<file path="config.mk">
export PLATFORM = sky130hd
export DESIGN_NAME = control_unit
export DESIGN_NICKNAME = d
export VERILOG_FILES = /design/src/rtl/control_unit.sv
export SDC_FILE = /design/constraint.sdc
export NUM_CORES = 1
export LEC_CHECK = 0
export CORE_ASPECT_RATIO = 0.5
export CORE_MARGIN = 1.5
export CORE_UTILIZATION = 53
export DETAILED_ROUTE_END_ITERATION = 7
export PLACE_DENSITY = 0.85
export RECOVER_POWER = 50
export SYNTH_ARGS = -nofsm -noshare
export SYNTH_HDL_FRONTEND = slang
export SYNTH_SLANG_ARGS = --single-unit
</file>
<file path="constraint.sdc">
create_clock -name clk -period 4.05 [get_ports clk]
set_clock_uncertainty 0.15 [all_clocks]
set_input_delay 0.405 -clock clk [delete_from_list [all_inputs] [get_ports clk]]
set_output_delay 0.405 -clock clk [all_outputs]
set_load 0.005 [all_outputs]
</file>
<file path="src/rtl/control_unit.sv">
// control_unit: multi-cycle sequencer for a small 16-bit-instruction CPU.
// Each instruction walks FETCH -> DECODE -> EXEC -> WB; opcode F parks the
// unit in HALT until reset. Every output is a flop, so nothing from the
// inputs reaches an output within the same cycle.
module control_unit (
    input  logic        clk,
    input  logic        reset,
    input  logic        run,
    input  logic [15:0] instr,
    input  logic        flag_z,
    input  logic        flag_c,
    output logic [7:0]  pc,
    output logic [2:0]  in_rx_selector,
    output logic [2:0]  in_ry_selector,
    output logic [2:0]  alu_op,
    output logic        alu_en,
    output logic        reg_write_en,
    output logic [1:0]  reg_in_sel,
    output logic [7:0]  imm,
    output logic        port_out_en,
    output logic        halted
);

    typedef enum logic [2:0] {
        FETCH,
        DECODE,
        EXEC,
        WB,
        HALT
    } state_t;

    localparam logic [3:0] OP_LDI  = 4'h8;
    localparam logic [3:0] OP_IN   = 4'h9;
    localparam logic [3:0] OP_OUT  = 4'hA;
    localparam logic [3:0] OP_JMP  = 4'hB;
    localparam logic [3:0] OP_JZ   = 4'hC;
    localparam logic [3:0] OP_JC   = 4'hD;
    localparam logic [3:0] OP_HALT = 4'hF;

    localparam logic [1:0] SEL_ALU  = 2'd0;
    localparam logic [1:0] SEL_IMM  = 2'd1;
    localparam logic [1:0] SEL_PORT = 2'd2;

    state_t      state, state_n;
    logic [15:0] ir, ir_n;
    logic        jumped, jumped_n;
    logic [7:0]  pc_n;
    logic [2:0]  rx_n, ry_n, alu_op_n;
    logic [7:0]  imm_n;
    logic [1:0]  reg_in_sel_n;
    logic        alu_en_n, reg_write_en_n, port_out_en_n, halted_n;

    logic [3:0]  opcode;
    logic        is_alu;
    logic        take_jump;

    assign opcode    = ir[15:12];
    assign is_alu    = (opcode != 4'h0) && !opcode[3];
    assign take_jump = (opcode == OP_JMP) ||
                       ((opcode == OP_JZ) && flag_z) ||
                       ((opcode == OP_JC) && flag_c);

    // State register.
    always_ff @(posedge clk) begin
        if (reset) state <= FETCH;
        else       state <= state_n;
    end

    // Next state and next values of every registered output; strobes default low.
    always_comb begin
        state_n        = state;
        ir_n           = ir;
        jumped_n       = jumped;
        pc_n           = pc;
        rx_n           = in_rx_selector;
        ry_n           = in_ry_selector;
        imm_n          = imm;
        alu_op_n       = alu_op;
        reg_in_sel_n   = reg_in_sel;
        alu_en_n       = 1'b0;
        reg_write_en_n = 1'b0;
        port_out_en_n  = 1'b0;
        halted_n       = halted;

        case (state)
            FETCH: begin
                if (run) begin
                    ir_n     = instr;
                    jumped_n = 1'b0;
                    state_n  = DECODE;
                end
            end
            DECODE: begin
                rx_n  = ir[11:9];
                ry_n  = ir[8:6];
                imm_n = ir[7:0];
                if (opcode == OP_HALT) begin
                    halted_n = 1'b1;
                    state_n  = HALT;
                end else begin
                    // ALU and port strobes are launched here so they are
                    // visible exactly during the EXEC cycle.
                    alu_en_n      = is_alu;
                    if (is_alu) alu_op_n = opcode[2:0];
                    port_out_en_n = (opcode == OP_OUT);
                    state_n       = EXEC;
                end
            end
            EXEC: begin
                if (take_jump) begin
                    pc_n     = imm;
                    jumped_n = 1'b1;
                end
                if (is_alu) begin
                    reg_write_en_n = 1'b1;
                    reg_in_sel_n   = SEL_ALU;
                end else if (opcode == OP_LDI) begin
                    reg_write_en_n = 1'b1;
                    reg_in_sel_n   = SEL_IMM;
                end else if (opcode == OP_IN) begin
                    reg_write_en_n = 1'b1;
                    reg_in_sel_n   = SEL_PORT;
                end
                state_n = WB;
            end
            WB: begin
                if (!jumped) pc_n = pc + 8'd1;
                state_n = FETCH;
            end
            HALT: begin
                halted_n = 1'b1;
            end
            default: begin
                state_n = FETCH;
            end
        endcase
    end

    // Datapath and output registers.
    always_ff @(posedge clk) begin
        if (reset) begin
            ir             <= '0;
            jumped         <= 1'b0;
            pc             <= '0;
            in_rx_selector <= '0;
            in_ry_selector <= '0;
            imm            <= '0;
            alu_op         <= '0;
            reg_in_sel     <= '0;
            alu_en         <= 1'b0;
            reg_write_en   <= 1'b0;
            port_out_en    <= 1'b0;
            halted         <= 1'b0;
        end else begin
            ir             <= ir_n;
            jumped         <= jumped_n;
            pc             <= pc_n;
            in_rx_selector <= rx_n;
            in_ry_selector <= ry_n;
            imm            <= imm_n;
            alu_op         <= alu_op_n;
            reg_in_sel     <= reg_in_sel_n;
            alu_en         <= alu_en_n;
            reg_write_en   <= reg_write_en_n;
            port_out_en    <= port_out_en_n;
            halted         <= halted_n;
        end
    end

endmodule

</file>
==> flow_summary.ini <==
[synthesis]
syn_area_per_cell_um2 = 8.15
ys_seq_elements = 49
synthTopCellsByArea = dfxtp_1 (46%), nand2_1 (11%), a21oi_1 (8.8%)
ys_types = 38
synth.most_common_cell = nand2_1
ys_seq_area_frac = 0.456
synth_edf_count = 0
async_flop_share = 0
synth_cells = 264
yosys_most_used_dff = dfxtp_1
synthesis.nets = 286
synthTopCellsByCount = nand2_1 (62), dfxtp_1 (49), a21oi_1 (38), clkbuf_1 (16), nor2_1 (11)
syn-cell-area_mm2 = 0.00215
yosys_warnings = 0
synth_top_area_frac = 0.456
synth_area_leader_cell = dfxtp_1

[floorplan]
start_util = 0.551
dieArea_mm2 = 0.00448
dieHeight_um = 48.1
io_pins = 52
die_w_um = 93.1
coreArea_mm2 = 0.00390
num_rows = 16

[sta]
finalSetupViolCount = 0
fin_ws_ns = 1.54
tightest_slew_ns = 1.06
timing.final.crit_share = 0.619
max_freq_ghz = 0.399
maxSlewHeadroom = 0.291
finalMaxSlewViolations = 0
rsz0062_at_grt = false
hold_viol = 0
min_period_ns = 2.51
setup_tns_ns = 0
fin_hold_ws_ns = 0.304

[drt]
routed_via_density = 5.56
drtAntennaViolNets = 0
vias = 1970
dr.first_iter.drc_count = 143
drt_pass1_iterations = 4
drc_errors = 0
routedWlPerCell_um = 13.9
drt-total-wl_um = 4930

[placement]
placed_area_mm2 = 0.00262
dpl.hpwl_um = 3370
io_buffers = 51
dp.cells = 346
gp_congestion = 0.831
place_ws_ns = 1.36

[global_routing]
grt_usage = 0.229
grt_overflow = 0
grt_max_degree = 33
grt_first_pass_wirelength_um = 7670
antenna_found_initial = 0
grt_pass1_vias = 1687

[clock_network]
clockBufferDepth = 2
hold_buffers = 0
clock_sinks = 49
cts_resized = 0
cts_tree = built
cts.clk_slew.worst_paths_ns = 0.09
postCtsSetupRepairBufs = 0
clock_tree.root_cell = clkbuf_8
clk-insertion-delay-late_ns = 0.31
cts_htree_levels = 2
cts_buffers = 5

[setup_path]
r2r_slack_ns = 1.54
end_kind = register
worstRegToRegCells = 4
required_ns = 4.06
cp_max_fo = 19
cp-start-kind = register
crit_type = register to register
r2r-end = alu_op[0]$_SDFFE_PP0P_
r2r-start = state[0]$_SDFFE_PP0P_
crit_arrival_ns = 2.52

[pwr]
power.leakage_uw = 0.00103
ir_worst_vdd_mv = 0.157
cellPowerDensity_mw_per_mm2 = 363

[final_layout]
num_antenna_cells = 0
fill_cells = 314
instances_no_fill = 354
multi_input_area_mm2 = 0.00103
nets = 321
design_area_mm2 = 0.00274
seqCellArea_um2 = 981
layout-drive-gt1-share = 0.0467
area.growth.synth_to_final_pct = 27.2

[worst_hold_path]
hold_depth = 2
worstHoldPathType = register to register
worstHoldStart = halted$_SDFFE_PP0P_
min_to = halted$_SDFFE_PP0P_

[run]
cap_violations = 0

[outcome]
status = completed
-- through the flow --
step / utilization / total power [uW]
floorplan: - / 597
global placement: 0.671 / 636
detailed placement: 0.671 / 640
CTS: 0.701 / 1000
global route: 0.701 / 1030
finish: 0.701 / 993
-- worst max-delay path, cell delays in order, from the launching register on --
cell     delay (ns)
dfxtp_1        0.69
or3b_2         0.66
nor3_1         0.54
mux2i_1        0.26
nor2_1         0.06
-- area by class of cell --
type,instances,area share
inverter,4,0.00548
clock inverter,3,0.0174
clock buffer,5,0.0251
tap,54,0.0247
sequential,49,0.358
multi-input combinational,186,0.377
timing repair buffer,53,0.192
-- power breakdown --
part           total [uW]  leakage, uW  switching (uW)  internal (uW)
Clock                 364    0.0000591             176            188
Sequential            522     0.000398            22.4            499
Combinational         107     0.000576            53.5           53.4
Total                 993      0.00103             252            741
-- metal layers --
metal / GRT usage / part of all wire / up-vias
li1: - / - / 973
met5: 0 / 0 / -
met1: 0.301 / 0.47 / 911
met4: 0.0697 / 0.0081 / 0
met3: 0.0492 / 0.058 / 7
met2: 0.396 / 0.46 / 79
-- cell families (layout without fill, tap and decap cells) --
family                   after synthesis  count (layout)  synth area share
AND/OR/NAND/NOR                      115             115             0.262
AO/OA/AOI/OAI                         61              61             0.171
flip-flops                            49              49             0.456
buffers and inverters                 29              65            0.0645
multiplexers                           7               7            0.0326
XOR/XNOR                               2               2           0.00814
adder cells (fa/ha/maj)                1               1           0.00581
-- worst max-delay path by stage --
| stage | endpoint | start | slack (ns) | cells past startpoint |
|---|---|---|---|---|
| final | alu_op[0]$_SDFFE_PP0P_ | state[0]$_SDFFE_PP0P_ | 1.54 | 4 |
| after floorplan | ir[10]$_SDFFE_PP0P_ | state[2]$_SDFFE_PP0P_ | 2.10 | 7 |
| after global routing | alu_op[2]$_SDFFE_PP0P_ | state[0]$_SDFFE_PP0P_ | 1.41 | 4 |
| after global placement | ir[14]$_SDFFE_PP0P_ | run | 1.48 | 5 |
| after detailed placement | ir[15]$_SDFFE_PP0P_ | run | 1.36 | 5 |
| after CTS | alu_op[0]$_SDFFE_PP0P_ | state[0]$_SDFFE_PP0P_ | 1.57 | 4 |
-- flip-flops by register name (all words and copies together), names as in the netlist, 2 cells and up --
signal	count
alu_op	3
imm	6
in_rx_selector	3
in_ry_selector	3
ir	16
pc	8
reg_in_sel	2
state	3
-- cells in the final DEF (no fill, tap or decap), types with 4 or more instances in the layout --
master / n
nand2b_1: 9
dlygate4sd3_1: 32
nor3b_1: 4
nor3_1: 5
clkbuf_8: 5
inv_1: 4
a21oi_1: 38
o32ai_1: 7
nand2_1: 62
mux2i_1: 7
nand3b_1: 4
clkdlybuf4s50_1: 19
nor2_1: 11
a22oi_1: 4
dfxtp_1: 49
o31a_1: 4
(Power assumes the default switching activity.)
